==> src/rtl/mac_pipe_param.sv <==
// rtl/mac_pipe_param.sv - parametrised two-stage pipelined multiply-accumulate
module mac_pipe_param #(
    parameter int WIDTH  = 8,
    parameter int ACC_W  = 20,
    parameter int SIGNED = 0,
    parameter int SAT    = 0
) (
    input  logic             clk,
    input  logic             rst,
    input  logic             in_valid,
    input  logic [WIDTH-1:0] a,
    input  logic [WIDTH-1:0] b,
    input  logic             cin,
    input  logic             clr,
    output logic [ACC_W-1:0] acc_out,
    output logic             out_valid,
    output logic             cout,
    output logic             ovf
);

    logic [2*WIDTH-1:0] a_ext;
    logic [2*WIDTH-1:0] b_ext;
    logic [2*WIDTH-1:0] prod;
    logic [2*WIDTH-1:0] p_q;
    logic               cin_q;
    logic               clr_q;
    logic               v1;

    logic [ACC_W-1:0]   base;
    logic [ACC_W:0]     base_x;
    logic [ACC_W:0]     p_x;
    logic [ACC_W:0]     sum;
    logic               ovf_now;
    logic [ACC_W-1:0]   result;

    // Low 2*WIDTH bits of the product of sign-extended operands equal the signed product.
    always_comb begin
        if (SIGNED != 0) begin
            a_ext = (2*WIDTH)'($signed(a));
            b_ext = (2*WIDTH)'($signed(b));
        end else begin
            a_ext = (2*WIDTH)'(a);
            b_ext = (2*WIDTH)'(b);
        end
        prod = a_ext * b_ext;
    end

    always_comb begin
        base = clr_q ? '0 : acc_out;
        if (SIGNED != 0) begin
            base_x = (ACC_W+1)'($signed(base));
            p_x    = (ACC_W+1)'($signed(p_q));
        end else begin
            base_x = (ACC_W+1)'(base);
            p_x    = (ACC_W+1)'(p_q);
        end
        sum = base_x + p_x + {{ACC_W{1'b0}}, cin_q};

        // Signed: the extra bit disagrees with the result sign only on overflow; its value gives the true sign.
        if (SIGNED != 0) begin
            ovf_now = sum[ACC_W] ^ sum[ACC_W-1];
        end else begin
            ovf_now = sum[ACC_W];
        end

        result = sum[ACC_W-1:0];
        if ((SAT != 0) && ovf_now) begin
            if (SIGNED != 0) begin
                result = sum[ACC_W] ? {1'b1, {(ACC_W-1){1'b0}}} : {1'b0, {(ACC_W-1){1'b1}}};
            end else begin
                result = '1;
            end
        end
    end

    always_ff @(posedge clk or negedge rst) begin
        if (!rst) begin
            p_q       <= '0;
            cin_q     <= 1'b0;
            clr_q     <= 1'b0;
            v1        <= 1'b0;
            acc_out   <= '0;
            out_valid <= 1'b0;
            cout      <= 1'b0;
            ovf       <= 1'b0;
        end else begin
            v1 <= in_valid;
            if (in_valid) begin
                p_q   <= prod;
                cin_q <= cin;
                clr_q <= clr;
            end

            out_valid <= v1;
            if (v1) begin
                acc_out <= result;
                cout    <= ovf_now;
                ovf     <= clr_q ? ovf_now : (ovf | ovf_now);
            end
        end
    end

endmodule

==> config.mk <==
export PLATFORM = sky130hd
export DESIGN_NAME = mac_pipe_param
export DESIGN_NICKNAME = d
export VERILOG_FILES = /design/src/rtl/mac_pipe_param.sv
export SDC_FILE = /design/constraint.sdc
export NUM_CORES = 1
export LEC_CHECK = 0
export CAP_MARGIN = 20
export CORE_ASPECT_RATIO = 0.6
export CORE_MARGIN = 4
export CORE_UTILIZATION = 55
export CTS_BUF_LIST = sky130_fd_sc_hd__clkbuf_2
export DETAILED_ROUTE_END_ITERATION = 8
export DONT_BUFFER_PORTS = 1
export GPL_TIMING_DRIVEN = 0
export PLACE_DENSITY = 0.7
export SETUP_SLACK_MARGIN = 0.02
export SLEW_MARGIN = 20
export SYNTH_ARGS = -nofsm -noshare
export SYNTH_HDL_FRONTEND = slang
export SYNTH_SLANG_ARGS = --single-unit
==> constraint.sdc <==
create_clock -name clk -period 3.17 [get_ports clk]
set_input_delay 0.1585 -clock clk [delete_from_list [all_inputs] [get_ports clk]]
set_output_delay 0.1585 -clock clk [all_outputs]
set_load 0.01 [all_outputs]
Yosys cells after proc, flatten, opt, wreduce, memory -nomap -nowiden
Index checks and enable logic that the tools add are counted.
{ "classes": {"n_addsub": 2, "mul": 1, "muxes": 2, "bitwise": 1} }
{ "ops": {"columns": ["operator", "n"], "rows": [
  ["$add A20 B16 Y21", 1],
  ["$add A21 B1 Y21", 1],
  ["$mux W20", 1],
  ["$mul A8 B8 Y16", 1],
  ["$mux W1", 1],
  ["$or A1 B1 Y1", 1]
]} }
{ "totals": {"reg_bits": 42, "inputBits": 21, "output_inout_bits": 23} }

Longest topological paths before layout
Gate-level depths: netlist (run 1).
{ "logic_depth": {"depth_word": 5, "mapped_depth": 17, "depth_no_buf": 17} }

Worst setup path before layout (run 1)
Ideal clock, no wire load.
{ "synth_path": {"kind": "input -> register", "start": "input b[4]", "end": "register p_q[14]", "arrival_time_ps": 3978, "required_ps": 3045, "slack_ps": -933, "stages": 15, "n_path_buf": 0, "path_cell_list": "and2_1 fa_1 fa_1 inv_1 fa_1 fa_1 inv_1 ha_1 o21ai_1 nor2_2 nor4_1 or4_1 a32oi_1 xor2_1 mux2_2"} }
{ "synth_between": {"elab_chain_cells": 1} }
{ "synth_lines": {"columns": ["element", "line_no", "text"], "rows": [
  ["start, declared", "12", "input logic [WIDTH-1:0] b,"],
  ["$mul A8 B8 Y16", "45", "prod = a_ext * b_ext;"],
  ["end signal, assigned", "89", "p_q <= prod;"],
  ["end, declared", "24", "logic [2*WIDTH-1:0] p_q;"]
]} }
No other way between the ends.
A chain may end at the register's enable or synchronous reset.

Worst setup path after layout (run 1)
{ "layout_path": {"start": "input b[2]", "end": "register p_q[14]"} }
The elaborated chain is that of the path after synthesis.

==> results.md, run 1 <==
- Most frequent cell after synthesis: inv_1
- Num CTS Buffers: 5
- Crit path time final: 3.55 ns
- Ports: 44
- Area leader, netlist: dfrtp_1
- Max-Cap Viols: 0
- Placed Area: 4760 um^2
- Post-synth EDFFs: 0
- Drt pass-1 iters: 4
- Routed via count: 3395
- Post-Route Setup TNS: -1.34 ns
- CTS Sinks: 42
- Drt wl/cell: 16.9 um
- Leak: 2.43 nW
- Global-route wire length before repair: 17000 um
- Vias in the first global route: 3542
- Area delta synth->final: 14.3%
- Slew HR: 0.496
- Worst skew pair latency: 0.42 ns
- Layer with the highest usage: met2
- GRT overflow: 0
- GR Util met3: 0.0440
- Slew @ Worst Pin: 0.755 ns
- Worst min path class: input pin to flip-flop
- Final core occ: 0.647
- Hold Slack: 0.113 ns
- Fin nets: 604
- Final setup fails: 6
- Die Width: 125 um
- Synth Instances: 470
- Syn_nets: 580
- Achievable frequency: 0.282 GHz
- Final Hold Fails: 0
- Synth top area share: 0.235
- Failing checks: setup timing
- Tcrit/Tclk final: 1.12
- Layout cells sized above 1: 0.186
- Mean area per synthesized cell: 9.53 um^2
- Peak supply drop: 0.453 mV
- Starting Density: 0.566
- CTS H-tree depth: 2
- Clk buf depth: 2
- Number of routed nets with antenna violations: 0
- TritonCTS clock tree: built
- Async set-reset flop share out of synthesis: 1.00
- Core Box Area: 7910 um^2
- Total Wirelength: 10200 um
- Row Count: 25
- Design area: 5120 um^2
- GPL Wtd Cong: 0.907
- Synth cell types: 46
- Clock root buffer: clkbuf_2
- Die H: 77.9 um
- Die area: 9700 um^2
- Worst Setup Path Type: input pin to flip-flop
- GR Layer Usage met1: 0.319
- Clk slew on worst S/H paths: 0.19 ns
- Vias/cell: 5.63
- Pin count of the biggest net entering global routing: 43
- Cell Pwr Density: 777 nW/um^2
- Commonest cells in the netlist: inv_1, ha_1, and2_1
- Initial antenna violation count: 1
- CP max FO: 8
- Yosys reg bits: 42
- Setup ws final: -0.381 ns
- CP endpoint kind: flip-flop
- WP data required: 3.49 ns
- Fin. max-slew vios: 0
- PortBufs: 0
- Seq/Total Area, Yosys: 0.235
- Status: finished with violations
- DP Wirelength: 7800 um
- Drt drc: 0
- Main area contributors after synthesis: dfrtp_1, fa_1, ha_1
- Global Route Usage Sum: 0.217
- WP data arrival: 3.87 ns
- Starting DRT DRC Count: 152
- Post-synthesis cell area: 4480 um^2
- RSZ-0062 raised after global routing: true
- Startpoint types: input pin
- Worst Skew: 0.0133 ns
- Post-synth top flop: dfrtp_1
- Warnings from Yosys: 0
- GRT met2 Usage: 0.341
[what timing repair did]
action / CTS / global route
gates resized for setup: 12 / 26
endpoints found under the setup margin: 12 / 15
hold buffers: 7 / 0
pin swaps: 11 / 16
buffers inserted: 6 / 4
gates cloned: 0 / 0
endpoints found under the hold margin: 47 / 0
[final cells by class]
type	instances	area [um^2]
fillers	638	2790
clock buffers	7	35.0
multi-input cells	358	3460
diodes	1	2.50
inverters	63	236
flip-flops and latches	42	1050
well taps	108	135
repair buffers	17	159
plain buffers	7	35.0
[per-stage QoR]
stage / setup slack [ns] / instances / power, mW
3_3_place_gp: -0.868 / 578 / 3.31
6_report: -0.381 / 603 / 3.98
3_5_place_dp: -0.918 / 578 / 3.39
4_1_cts: -0.321 / 598 / 3.76
5_1_grt: -0.473 / 603 / 4.36
2_1_floorplan: -0.722 / 470 / 2.94
[cells in the final DEF (no fill, tap or decap), types with 9 or more instances in the layout]
master    n
a21oi_1  20
and2_1   44
buf_4     9
dfrtp_1  41
fa_1     35
ha_1     43
inv_1    58
mux2_2   17
nand2_1  26
nor2_1   12
nor2b_1  20
o21ai_0  19
xnor2_1  13
[path summary, 6_finish.rpt]
path                                    start                       to  slack, ns  cells past startpoint
max                                      b[2]      p_q[14]$_DFFE_PN0P_      -0.38                     13
max in group asynchronous                 rst  acc_out[11]$_DFFE_PN0P_       2.76                      2
min reg2reg                p_q[8]$_DFFE_PN0P_       p_q[8]$_DFFE_PN0P_       0.55                      1
max reg2reg                 clr_q$_DFFE_PN0P_  acc_out[17]$_DFFE_PN0P_       0.24                     10
min in group asynchronous                 rst   acc_out[6]$_DFFE_PN0P_       0.20                      2
min                                      a[0]       p_q[1]$_DFFE_PN0P_       0.11                      3
[where the power goes]
group	switching, mW	internal [mW]
clock network	0.172	0.0573
registers	0.216	0.741
logic	1.38	1.41
[state kept, by name (all words and copies together) (netlist names)]
register and count:
p_q 16, v1 1, ovf 1, cout 1, out_valid 1, clr_q 1, acc_out 20, cin_q 1
[logic make-up after synthesis]
logic type                 synth area share
muxes                                0.0693
xor gates and xnor gates             0.0430
AOI/OAI and AO/OA                     0.120
buffers and inverters                0.0586
DFF                                   0.235
and+or+nand+nor                       0.162
adders and majority gates             0.312
[worst max-delay path: stages]
cell     delay, ns
and2_4        0.14
fa_1          0.54
inv_2         0.04
fa_1          0.46
fa_1          0.51
inv_2         0.04
fa_1          0.50
ha_4          0.29
nand3_2       0.07
or4_4         0.52
a32oi_2       0.22
xor2_1        0.10
mux2_4        0.26
[layer usage]
metal  part of all wire  vias up
met5                  0        -
met4             0.0030        0
met3              0.043        4
met2               0.46       58
met1               0.50     1703
li1                   -     1630
No activity file was read; power rests on OpenSTA's default activity.
==> run 2, diff against run 1 <==
- CELL_PAD_IN_SITES_DETAIL_PLACEMENT: default -> 1
- CELL_PAD_IN_SITES_GLOBAL_PLACEMENT: default -> 1
- CORE_UTILIZATION: 55 -> 52
- PLACE_DENSITY: 0.7 -> default
- PLACE_DENSITY_LB_ADDON: default -> 0.1
==> results.md, run 2 (synthesis results as in run 1) <==
- Status: finished with violations
- Failing checks: setup timing
- Worst Setup Path Type: input pin to flip-flop
- Total Wirelength: 11600 um (+14%)
- Setup ws final: -0.352 ns (+0.0286 ns)
- Vias in the first global route: 3873 (+9.3%)
- Most frequent cells in the layout: inv_1, ha_1, and2_1
- GPL Wtd Cong: 0.867 (-4.3%)
- CP endpoint kind: flip-flop
- GR Util met3: 0.0461 (+0.00211)
- Largest register by flop count: acc_out
- Fin. max-slew vios: 0 (unchanged)
- GRT overflow: 0 (unchanged)
- Drt wl/cell: 19.3 um (+15%)
- Worst min path class: input pin to flip-flop
- Global-route wire length before repair: 19600 um (+15%)
- DP Wirelength: 9140 um (+17%)
- Initial antenna violation count: 0 (-1)
- RSZ-0062 raised after global routing: true
- Fin nets: 602 (-0.33%)
- Cell Pwr Density: 805 nW/um^2 (+3.6%)
- Vias/cell: 5.78 (+2.6%)
- Slew HR: 0.477 (-0.0199)
- Die H: 79.9 um (+2.5%)
- Slew @ Worst Pin: 0.785 ns (+0.0299 ns)
- Largest regs: acc_out (20), p_q (16)
- Startpoint types: input pin
- Peak supply drop: 0.597 mV (+32%)
- Routed via count: 3471 (+2.2%)
- Area delta synth->final: 14.6%
- N_diodes: 0 (-1)
- PortBufs: 0 (unchanged)
- Worst slack at placement: -0.961 ns (-0.0430 ns)
- Die Width: 128 um (+2.7%)
- Final Hold Fails: 0 (unchanged)
- Drt drc: 0 (unchanged)
- WP data required: 3.48 ns (about the same)
- Register area: 1050 um^2 (unchanged)
- Layer with the highest usage: met2
- Row Count: 25 (unchanged)
- Max-Cap Viols: 0 (unchanged)
- TritonCTS clock tree: built
- Core Box Area: 8130 um^2 (+2.8%)
- Die area: 10200 um^2 (+5.3%)
- Global Route Usage Sum: 0.242 (+0.0253)
- Layout cells sized above 1: 0.174 (-0.0118)
- Number of routed nets with antenna violations: 0 (unchanged)
- Starting Density: 0.551 (-0.0152)
- Clk buf depth: 2 (unchanged)
- Ports: 44 (unchanged)
- Max FFs per register: 20 (unchanged)
- Achievable frequency: 0.284 GHz (+0.81%)
- CTS H-tree depth: 2 (unchanged)
- Pin count of the biggest net entering global routing: 43 (unchanged)
- Worst skew pair latency: 0.43 ns (about the same)
- CP max FO: 8 (unchanged)
- CTS Sinks: 42 (unchanged)
- GRT met2 Usage: 0.391 (+0.0504)
- Hold Slack: 0.0934 ns (-0.0200 ns)
- Multi-input gate area: 3440 um^2 (-0.76%)
- Final setup fails: 6 (unchanged)
- Drt pass-1 iters: 5 (+1)
- WP data arrival: 3.84 ns (-0.03 ns)
- Worst reg2reg path depth: 12 (+2)
- GR Layer Usage met1: 0.346 (+0.0270)
- Tcrit/Tclk final: 1.11 (-0.00902)
- Crit path time final: 3.52 ns (-0.0286 ns)
- Worst Skew: 0.0325 ns (+0.0192 ns)
- Leak: 2.43 nW (+0.37%)
- Starting DRT DRC Count: 124 (-18%)
- Num CTS Buffers: 5 (unchanged)
- Clock root buffer: clkbuf_2
- Commonest non-fill, non-tap cell in the layout: inv_1
- Fillcell total: 899 (+41%)
- Clk slew on worst S/H paths: 0.24 ns (+0.05 ns)
- Worst hold stages: 3 (unchanged)
-- run 2: changes by cell type in the layout (fill, tap and decap cells not counted), moves of 2 or more --
cell       before  now
bufinv_16       0    2
clkbuf_2        8    6
ha_1           43   45
inv_1          58   60
inv_2           5    3
-- run 2: critical path: stages --
cell,delay (ns)
and2_4,0.14
fa_2,0.38
fa_1,0.49
inv_1,0.06
fa_1,0.47
fa_1,0.52
inv_2,0.05
ha_4,0.28
o21ai_2,0.07
nor2_4,0.13
nor4_4,0.06
or4_4,0.43
a32oi_2,0.23
xor2_1,0.09
mux2_2,0.26
-- run 2: path summary, 6_finish.rpt --
kind                                    startpoint                       to  slack, ns
worst max register to register   clr_q$_DFFE_PN0P_  acc_out[14]$_DFFE_PN0P_       0.16
max in group asynchronous                      rst      p_q[13]$_DFFE_PN0P_       2.75
worst max-delay path                          b[2]      p_q[14]$_DFFE_PN0P_      -0.35
min in group asynchronous                      rst   acc_out[0]$_DFFE_PN0P_       0.18
worst min register to register  p_q[9]$_DFFE_PN0P_       p_q[9]$_DFFE_PN0P_       0.56
worst min-delay path                          a[0]       p_q[1]$_DFFE_PN0P_       0.09
-- run 2: power breakdown --
| group | switching [mW] | internal [mW] | total (mW) | leakage, nW |
|---|---|---|---|---|
| clock network | 0.191 | 0.210 | 0.400 | 0.0506 |
| registers | 0.229 | 0.740 | 0.970 | 0.509 |
| logic | 1.41 | 1.36 | 2.76 | 1.88 |
-- run 2: stage by stage --
step / total power, mW / util / TNS (ns) / std cells / instance area [um^2]
2_1_floorplan: 2.94 / - / -2.83 / 470 / 4630
3_5_place_dp: 3.48 / 0.585 / -6.57 / 578 / 4760
3_3_place_gp: 3.33 / 0.585 / -4.98 / 578 / 4760
6_report: 4.13 / 0.631 / -0.998 / 601 / 5130
4_1_cts: 4.02 / 0.617 / -0.785 / 596 / 5020
5_1_grt: 4.53 / 0.631 / -1.65 / 601 / 5130
-- run 2: routing by layer --
layer | vias to the layer above | share of wire
met1 | 1813 | 0.51
met5 | - | 0
met3 | 9 | 0.032
li1 | 1607 | -
met2 | 42 | 0.46
met4 | 0 | 0.0061
-- run 2: cell type report --
class                   instances  area share
multi-input cells             358       0.670
flip-flops and latches         42       0.205
inverters                      63      0.0461
repair buffers                 15      0.0295
well taps                     108      0.0263
clock inverters                 3      0.0124
plain buffers                   7     0.00609
clock buffers                   5     0.00487
-- run 2: timing repair --
item,CTS,global route
gates resized for setup,16,13
hold endpoints to repair,47,0
endpoints found under the setup margin,15,15
hold buffers,7,0
buffers inserted,3,5
pin swaps,10,8
==> run 3, diff against run 2 <==
- CORE_UTILIZATION: 52 -> 45
- GPL_ROUTABILITY_DRIVEN: default -> 0
- PLACE_DENSITY: default -> 0.7
- PLACE_DENSITY_LB_ADDON: 0.1 -> default
==> results.md, run 3 (synthesis results as in run 1) <==
- Clock root buffer: clkbuf_2
- Die area: 11700 um^2 (+14%)
- Pin count of the biggest net entering global routing: 43 (unchanged)
- Worst min path class: input pin to flip-flop
- Layer with the highest usage: met2
- Drt pass-1 iters: 4 (-1)
- Worst setup startpoint: b[2]
- Row Count: 27 (+8.0%)
- CP max FO: 8 (unchanged)
- Largest register by flop count: acc_out
- Slew HR: 0.507 (+0.0308)
- GRT met2 Usage: 0.324 (-0.0675)
- Placed Instances: 600 (+3.8%)
- Ports: 44 (unchanged)
- PortBufs: 0 (unchanged)
- Fin nets: 607 (+0.83%)
- GR Util met3: 0.0456 (-0.000507)
- Worst reg2reg path depth: 12 (unchanged)
- Crit path time final: 3.54 ns (+0.0137 ns)
- Reg-to-Reg End: acc_out[14]$_DFFE_PN0P_
- Fillcell total: 1029 (+14%)
- Slew @ Worst Pin: 0.739 ns (-0.0462 ns)
- Routed via count: 3439 (-0.92%)
- Failing checks: setup timing
- Worst Setup Path Type: input pin to flip-flop
- Peak supply drop: 0.398 mV (-33%)
- TritonCTS clock tree: built
- GRT overflow: 0 (unchanged)
- Vias in the first global route: 3799 (-1.9%)
- Pwr Total: 4.28 mW (+3.5%)
- Drt wl/cell: 18.3 um (-5.3%)
- Fin cells: 628 (+4.5%)
- Worst Skew: 0.0270 ns (-0.00554 ns)
- Num CTS Buffers: 5 (unchanged)
- Worst hold start: a[0]
- R2r startpoint: clr_q$_DFFE_PN0P_
- Core Box Area: 9430 um^2 (+16%)
- Final setup fails: 5 (-1)
- Clk buf depth: 2 (unchanged)
- Largest regs: acc_out (20), p_q (16)
- WP data required: 3.50 ns (+0.02 ns)
- Setup ws final: -0.366 ns (-0.0137 ns)
- Die Width: 137 um (+7.0%)
- DP Wirelength: 9030 um (-1.3%)
- Tcrit/Tclk final: 1.12 (+0.00432)
- RSZ-0062 raised after global routing: true
- Startpoint types: input pin
- Starting Density: 0.475 (-0.0755)
- Most frequent cells in the layout: inv_1, and2_1, ha_1
- Starting DRT DRC Count: 127 (+2.4%)
- CP endpoint kind: flip-flop
- Initial antenna violation count: 0 (unchanged)
- Max-Cap Viols: 0 (unchanged)
- CTS H-tree depth: 2 (unchanged)
- Worst hold stages: 3 (unchanged)
- Vias/cell: 5.48 (-5.2%)
- Commonest non-fill, non-tap cell in the layout: inv_1
- Global Route Usage Sum: 0.205 (-0.0366)
- Global-route wire length before repair: 19100 um (-2.5%)
- Fin. max-slew vios: 0 (unchanged)
- Hold Slack: 0.117 ns (+0.0236 ns)
- Cell Pwr Density: 820 nW/um^2 (+1.9%)
- Drt drc: 0 (unchanged)
- Area delta synth->final: 16.4%
- Worst skew pair latency: 0.43 ns (about the same)
- Setup slack, reg-to-reg: 0.21 ns (+0.05 ns)
- Final core occ: 0.553 (-0.0779)
- CTS Sinks: 42 (unchanged)
- WP data arrival: 3.87 ns (+0.03 ns)
- Status: finished with violations
- Die H: 85.3 um (+6.7%)
- Hold EP: p_q[1]$_DFFE_PN0P_
- Layout cells sized above 1: 0.195 (+0.0203)
- Total Wirelength: 11500 um (-1.0%)
- Final Hold Fails: 0 (unchanged)
- Leak: 2.46 nW (+0.99%)
- Achievable frequency: 0.283 GHz (-0.39%)
- N_diodes: 0 (unchanged)
- Max FFs per register: 20 (unchanged)
- Number of routed nets with antenna violations: 0 (unchanged)
- GR Layer Usage met1: 0.296 (-0.0501)
- Clk slew on worst S/H paths: 0.21 ns (-0.03 ns)
## run 3: cell types whose count changed in the layout (fill, tap and decap cells not counted), moves of 2 or more
cell and change:
a21oi_2 -2, a21oi_4 +2, buf_4 +3, buf_6 +2, inv_1 -2, inv_2 +2
## run 3: layout make-up
cell class | count | area (um^2) | area share
Multi-Input combinational cell | 358 | 3450 | 0.661
Sequential cell | 42 | 1050 | 0.202
Inverter | 63 | 236 | 0.0453
Timing Repair Buffer | 20 | 196 | 0.0377
Tap cell | 130 | 163 | 0.0312
Clock inverter | 3 | 63.8 | 0.0122
Buffer | 7 | 31.3 | 0.00600
Clock buffer | 5 | 25.0 | 0.00480
## run 3: worst max-delay path: stages
cell     delay [ns]
and2_4         0.14
fa_1           0.54
inv_1          0.05
fa_1           0.46
fa_1           0.51
inv_2          0.04
fa_1           0.50
ha_4           0.30
nand3_1        0.07
or4_4          0.50
a32oi_2        0.23
xor2_1         0.10
mux2_2         0.26
## run 3: how the worst max path moves through the flow
| stage | endpoint | slack (ns) | cells after the start |
|---|---|---|---|
| 3_5_place_dp | p_q[14]$_DFFE_PN0P_ | -0.94 | 13 |
| 2_1_floorplan | p_q[14]$_DFFE_PN0P_ | -0.72 | 13 |
| 6_report | p_q[14]$_DFFE_PN0P_ | -0.37 | 13 |
| 4_1_cts | p_q[14]$_DFFE_PN0P_ | -0.33 | 13 |
| 3_3_place_gp | p_q[14]$_DFFE_PN0P_ | -0.88 | 13 |
| 5_1_grt | p_q[14]$_DFFE_PN0P_ | -0.40 | 13 |
## run 3: metal layers
| layer | vias up | part of all wire |
|---|---|---|
| li1 | 1625 | - |
| met1 | 1774 | 0.52 |
| met2 | 32 | 0.45 |
| met3 | 8 | 0.030 |
| met4 | 0 | 0.0046 |
| met5 | - | 0 |
## run 3: through the flow
step                area (um^2)  worst slack, ns  TNS, ns
floorplan                  4630           -0.722    -2.83
global placement           4790           -0.883    -5.36
detailed placement         4790           -0.939    -6.29
CTS                        5040           -0.327    -1.18
global route               5220           -0.398    -1.72
finish                     5220           -0.366    -1.39
## run 3: power breakdown
group,leakage [nW],internal [mW],total [mW],switching (mW)
Sequential,0.509,0.740,0.966,0.226
Clock,0.0506,0.210,0.394,0.185
Combinational,1.90,1.47,2.92,1.44
Total,2.46,2.42,4.28,1.85
## run 3: what timing repair did
item                                   4_1_cts  5_1_grt
setup endpoints to repair                   14       16
resized for setup                           12       26
pin swaps                                    8       12
hold buffers                                 7        0
gates cloned                                 0        0
endpoints found under the hold margin       47        0
setup buffers                                3       10
